### config.mk
export PLATFORM = sky130hd
export DESIGN_NAME = tta_move_issuer
export DESIGN_NICKNAME = d
export VERILOG_FILES = /design/src/rtl/tta_move_issuer.sv
export SDC_FILE = /design/constraint.sdc
export NUM_CORES = 1
export LEC_CHECK = 0
export ABC_CLOCK_PERIOD_IN_PS = 5350
export BUFFER_PORTS_ARGS = -buffer_cell sky130_fd_sc_hd__clkbuf_2
export CORE_MARGIN = 2
export CORE_UTILIZATION = 40
export DETAILED_ROUTE_END_ITERATION = 6
export GPL_TIMING_DRIVEN = 0
export PLACE_DENSITY_LB_ADDON = 0.12
export SKIP_CTS_REPAIR_TIMING = 1
export SKIP_LAST_GASP = 1
export SLEW_MARGIN = 20
export SYNTH_ARGS = -nofsm -noshare
export SYNTH_HDL_FRONTEND = slang
export SYNTH_SLANG_ARGS = --single-unit
export TNS_END_PERCENT = 30
### constraint.sdc
create_clock -name clk -period 5.35 [get_ports clk]
set_clock_uncertainty 0.15 [all_clocks]
set_input_delay 1.07 -clock clk [delete_from_list [all_inputs] [get_ports clk]]
set_output_delay 1.07 -clock clk [all_outputs]
set_load 0.005 [all_outputs]
### src/rtl/tta_move_issuer.sv
// Move issuer for the guarded 1W/1R boolean RF socket: buffers move words,
// reads register sources, evaluates the guard and drives or squashes the write.
module tta_move_issuer #(
  parameter int DATA_W = 1,
  parameter int ADDR_W = 1,
  parameter int DEPTH  = 4,
  parameter int MOVE_W = 3 + 3*ADDR_W + DATA_W
) (
  input  logic                   clk,
  input  logic                   reset,
  input  logic                   io_glock,
  input  logic                   io_in_valid,
  output logic                   io_in_ready,
  input  logic [MOVE_W-1:0]      io_in_bits,
  output logic                   io_r1load,
  output logic [ADDR_W-1:0]      io_r1opcode,
  input  logic [DATA_W-1:0]      io_r1data,
  input  logic [(1<<ADDR_W)-1:0] io_guard,
  output logic                   io_t1load,
  output logic [ADDR_W-1:0]      io_t1opcode,
  output logic [DATA_W-1:0]      io_t1data,
  output logic                   io_busy,
  output logic [7:0]             io_squash_cnt
);
  localparam int PTR_W = $clog2(DEPTH);

  logic [MOVE_W-1:0] r_mem [DEPTH];
  logic [PTR_W:0]    r_wr_ptr, r_rd_ptr;
  logic              r_w_valid, r_w_pass;
  logic [ADDR_W-1:0] r_w_dst;
  logic [DATA_W-1:0] r_w_operand;
  logic [7:0]        r_squash_cnt;

  logic              w_full, w_empty, w_push, w_fire, w_fwd, w_pass;
  logic [MOVE_W-1:0] w_head;
  logic              w_g_en, w_g_inv, w_src_rf;
  logic [ADDR_W-1:0] w_g_sel, w_src_addr, w_dst;
  logic [DATA_W-1:0] w_imm, w_operand;

  // Extra pointer MSB distinguishes full from empty.
  assign w_empty = (r_wr_ptr == r_rd_ptr);
  assign w_full  = (r_wr_ptr[PTR_W] != r_rd_ptr[PTR_W]) &&
                   (r_wr_ptr[PTR_W-1:0] == r_rd_ptr[PTR_W-1:0]);
  assign w_push  = io_in_valid & ~w_full;
  assign w_fire  = ~w_empty & ~io_glock;
  assign w_head  = r_mem[r_rd_ptr[PTR_W-1:0]];

  assign w_g_en     = w_head[0];
  assign w_g_inv    = w_head[1];
  assign w_g_sel    = w_head[2 +: ADDR_W];
  assign w_src_rf   = w_head[2 + ADDR_W];
  assign w_src_addr = w_head[3 + ADDR_W +: ADDR_W];
  assign w_imm      = w_head[3 + 2*ADDR_W +: DATA_W];
  assign w_dst      = w_head[3 + 2*ADDR_W + DATA_W +: ADDR_W];

  // RF read port does not see the current write, so forward it here.
  assign w_fwd     = w_src_rf & io_t1load & (io_t1opcode == w_src_addr);
  assign w_operand = !w_src_rf ? w_imm : (w_fwd ? io_t1data : io_r1data);
  assign w_pass    = ~w_g_en | (io_guard[w_g_sel] ^ w_g_inv);

  assign io_in_ready   = ~w_full;
  assign io_r1load     = w_fire & w_src_rf;
  assign io_r1opcode   = w_fire ? w_src_addr : '0;
  assign io_t1load     = r_w_valid & r_w_pass & ~io_glock;
  assign io_t1opcode   = r_w_dst;
  assign io_t1data     = r_w_operand;
  assign io_busy       = ~w_empty | r_w_valid;
  assign io_squash_cnt = r_squash_cnt;

  always_ff @(posedge clk) begin
    if (w_push) r_mem[r_wr_ptr[PTR_W-1:0]] <= io_in_bits;
  end

  always_ff @(posedge clk or posedge reset) begin
    if (reset) begin
      r_wr_ptr     <= '0;
      r_rd_ptr     <= '0;
      r_w_valid    <= 1'b0;
      r_w_pass     <= 1'b0;
      r_w_dst      <= '0;
      r_w_operand  <= '0;
      r_squash_cnt <= '0;
    end else begin
      if (w_push) r_wr_ptr <= r_wr_ptr + (PTR_W+1)'(1);
      if (w_fire) r_rd_ptr <= r_rd_ptr + (PTR_W+1)'(1);
      if (!io_glock) begin
        r_w_valid <= w_fire;
        if (w_fire) begin
          r_w_pass    <= w_pass;
          r_w_dst     <= w_dst;
          r_w_operand <= w_operand;
        end
        if (r_w_valid && !r_w_pass && r_squash_cnt != 8'hFF)
          r_squash_cnt <= r_squash_cnt + 8'd1;
      end
    end
  end
endmodule

Yosys cells after proc, flatten, opt, wreduce, memory -nomap -nowiden
Memories as Yosys holds them, arrays and structs flattened.
Index checks and enable logic that the tools add are counted.
{"block": "word_totals", "regBits": 18, "ram_bits": 28, "in_bits": 14, "output_inout_bits": 15, "word_cells": 46, "memories": 1}
{"block": "classes", "addsub": 3, "order_cmp": 1, "eq_ne": 6, "mux": 7, "n_bitwise": 14, "reduce_logical": 7}
{"memory": "r_mem", "words": 4, "word_bits": 7, "rd": 1, "rd_ports_with_merged_regs": 0, "write_ports": 1, "line": "27", "rtl": "logic [MOVE_W-1:0] r_mem [DEPTH];"}
{"operator": "8-bit by 1-bit adder with 8-bit output, second input constant", "count": 1}
{"operator": "8-bit inequality test, second input constant", "count": 1}
{"operator": "1-bit bitwise AND", "count": 7}
{"operator": "1-bit 2-to-1 mux", "count": 7}
{"operator": "3-bit by 1-bit adder with 3-bit output, second input constant", "count": 2}
{"operator": "1-bit inverter", "count": 4}
{"operator": "2-bit AND reduction", "count": 2}
{"operator": "3-bit == test", "count": 1}
{"operator": "1-bit logical AND", "count": 3}
{"operator": "3-bit AND reduction", "count": 1}
{"operator": "2-bit == test", "count": 1}
{"operator": "1-bit by 2-bit less-than comparator with 1-bit output, second input constant", "count": 1}
{"operator": "2-bit inequality test, second input constant", "count": 1}
{"operator": "1-bit OR", "count": 2}
{"operator": "1-bit == test", "count": 1}
{"operator": "1-bit logical NOT", "count": 1}
{"operator": "1-bit inequality test", "count": 1}
{"operator": "1-bit bitwise XOR", "count": 1}

Logic depth before layout (Yosys ltp)
{"block": "logic_depth", "ltp_word": 6, "depth_mapped": 5, "mapped_depth_nobuf": 5}

Least setup slack after synthesis
OpenSTA, ideal clock, no wires.
{"block": "synth_path", "kind": "input -> output", "start": "input port io_glock", "end": "output port io_r1load", "arrival_time_ns": 1.590, "required_time_ns": 4.130, "setup_slack_ns": 2.540, "path_stages": 2, "n_path_buf": 0, "path_cell_list": "a31oi_2 > and2_2"}
{"block": "synth_via", "elab_chain_len": 3}
{"item": "from (decl)", "line": "11", "rtl": "input logic io_glock,"}
{"item": "1-bit inverter (no line)"}
{"item": "1-bit bitwise AND", "line": "45", "rtl": "assign w_fire = ~w_empty & ~io_glock;"}
{"item": "1-bit bitwise AND", "line": "62", "rtl": "assign io_r1load = w_fire & w_src_rf;"}
{"item": "to (decl)", "line": "15", "rtl": "output logic io_r1load,"}
No other way between the ends.

Final worst setup path
Same ends and word-level chain as after synthesis.

==> results.py <==
metrics = {
    "power_and_ir_drop": {
        "p_leak_nw": 0.957,
        "p_per_area_nw_per_um2": 537,
        "ir_drop_mv": 0.229,
    },
    "layout": {
        "fin_nets": 180,
        "layout-drive-gt1-share": 0.286,
        "layoutNonFillerInstCount": 228,
        "fin_area_um2": 2330,
        "multiInputGateArea_um2": 667,
        "seq_area_um2": 1290,
        "areaGrowthSynthToFinish_pct": 16.7,
        "final_cell_mix": "clkbuf_2 (28), edfxtp_1 (28), dfrtp_1 (18), xor2_1 (10), xnor2_1 (7)",
        "antenna_cells": 0,
        "n_fill_cell": 425,
    },
    "routing": {
        "vias_per_cell": 4.82,
        "drcViolationCount": 0,
        "vias": 1098,
        "drtIter0Drc": 38,
        "ant_nets": 0,
        "wirelength_um": 3250,
        "avgRoutedWirePerCell_um": 14.3,
        "firstDrtPassIters": 4,
    },
    "place": {
        "placed_cell_area_um2": 2220,
        "placed_cells": 220,
        "gp_congestion": 0.682,
        "dpl.hpwl_um": 2300,
        "port_buffers": 28,
    },
    "yosys": {
        "syn_area_per_cell_um2": 16.0,
        "ys_ff_latch": 46,
        "yosysTopAreaCellShare": 0.421,
        "synth_nets": 145,
        "synth_area_leaders": "edfxtp_1 (42%), dfrtp_1 (23%), mux4_1 (6.6%), xor2_1 (4.4%), ha_1 (3.8%)",
        "syn_inst": 125,
        "yosys_warnings": 0,
        "synth_top_flop_cell": "edfxtp_1",
        "yosysTopAreaCell": "edfxtp_1",
        "synth_edf_count": 28,
        "ys_types": 29,
        "syn_area_um2": 2000,
        "seq_area_frac_synth": 0.646,
        "async_flop_share": 0.391,
    },
    "critical_path": {
        "endpoint_kind": "output pin",
        "r2r-end": "r_mem[3][0]",
        "rr_startpoint": "r_rd_ptr[1]",
        "r2r_cells": 4,
        "cp-start-kind": "input port",
        "critPathArrivalTime_ns": 1.96,
        "crit_fanout": 9,
        "path_class": "in -> out",
        "rrSetupSlack_ns": 3.10,
        "cp.required_ns": 4.13,
    },
    "timing": {
        "setup-tns-final_ns": 0,
        "worstMarginPinSlew_ns": 0.702,
        "slew_viol_final": 0,
        "finalCritPeriodShare": 0.594,
        "setup_viol": 0,
        "rsz0062_at_grt": "no",
        "relSlewSlack": 0.532,
        "hold_violations": 0,
        "max_freq_mhz": 315,
        "min_period_ns": 3.18,
    },
    "global_route": {
        "gr-usage-all-layers": 0.138,
        "grt_pass1_vias": 1113,
        "antenna_found_initial": 0,
        "grt_start_max_net_pins": 19,
        "grt_pass1_wl_um": 5440,
        "grt_overflow": 0,
    },
    "cts": {
        "clockBufferDepth": 2,
        "clk_pin_slew_worst_paths_ns": 0.08,
        "worstSkewPairLatency_ns": 0.29,
        "cts_inserted_buffers": 5,
        "clock-sinks": 46,
        "htree_levels": 2,
        "cts_root_buffer": "clkbuf_8",
        "cts_tree": "done",
    },
    "run": {
        "max-cap-violations": 0,
    },
    "floorplanning": {
        "start_util": 0.418,
        "num_io_pins": 29,
        "dieHeight_um": 74.7,
        "fp.dieW_um": 74.7,
        "core_area_um2": 4790,
        "die-area_um2": 5580,
        "num_rows": 25,
    },
    "hold_path": {
        "hold_class": "reg -> reg",
        "min_to": "io_squash_cnt[7]",
        "hold_start": "io_squash_cnt[7]",
        "whs_path_depth": 1,
    },
    "outcome": {
        "status": "finished clean",
    },
}
metrics by stage:
| step | setup WS [ns] | hold slack, ns | power, mW | util |
|---|---|---|---|---|
| final | 2.17 | 0.356 | 1.25 | 0.488 |
| after global routing | 2.06 | 0.371 | 1.35 | 0.488 |
| after CTS | 2.15 | 0.357 | 1.27 | 0.488 |
| after detailed placement | 2.15 | 0.342 | 1.02 | 0.465 |
| after global placement | 2.18 | 0.329 | 1.00 | 0.465 |
| after floorplan | 2.54 | 0.335 | 0.881 | - |
cell type report:
type / instances / share of cell area
flip-flops and latches: 46 / 0.553
multi-input cells: 71 / 0.286
repair buffers: 28 / 0.0601
well taps: 67 / 0.0359
clock buffers: 6 / 0.0311
clock inverters: 2 / 0.0161
inverters: 6 / 0.00965
plain buffers: 2 / 0.00804
worst max path at each step:
stage,from,endpoint,slack (ns),depth (start not counted)
2_1_floorplan,io_glock,io_r1load,2.54,2
6_report,io_glock,io_r1load,2.17,4
3_5_place_dp,io_glock,io_r1load,2.15,4
4_1_cts,io_glock,io_r1load,2.15,4
3_3_place_gp,io_glock,io_r1load,2.18,4
5_1_grt,io_glock,io_r1load,2.06,4
routing by layer:
metal	track usage	up-vias	wire, um
li1	-	525	-
met1	0.174	548	1430
met2	0.222	20	1620
met3	0.0455	5	146
met4	0.0536	0	55
met5	0	-	0
power by group:
part	leakage [nW]	internal [mW]	total (mW)	switching (mW)
sequential	0.471	0.489	0.554	0.0650
combinational	0.434	0.222	0.447	0.225
clock	0.0514	0.139	0.253	0.114
cells in the mapped netlist, types with 3 or more instances:
cell	count
xor2_1	10
nor3_1	4
inv_1	6
nand3_1	4
dfrtp_1	18
edfxtp_1	28
and2_1	5
nand2_1	6
mux4_1	5
mux2_2	4
nor2_1	3
ha_1	6
xnor2_1	7
critical path, cell delays in order:
cell	delay (ns)
clkbuf_2	0.12
a31oi_2	0.42
and2_2	0.24
clkbuf_2	0.11
state kept, by name, summed over array words and instances, names as in the netlist:
name	flops
r_mem	28
io_squash_cnt	8
r_rd_ptr	3
r_wr_ptr	3
io_t1data	1
io_t1opcode	1
r_w_pass	1
r_w_valid	1
cell families (layout without fill, tap and decap cells):
kind of cell / count (synthesis) / after routing / share of synthesized area
compound gates: 7 / 7 / 0.0244
fa+ha+maj: 6 / 6 / 0.0375
xor+xnor: 17 / 17 / 0.0745
flops: 46 / 46 / 0.646
mux: 13 / 13 / 0.123
buf+inv: 8 / 44 / 0.0207
simple gates: 28 / 28 / 0.0739
Power figures use the tool's default switching activity.
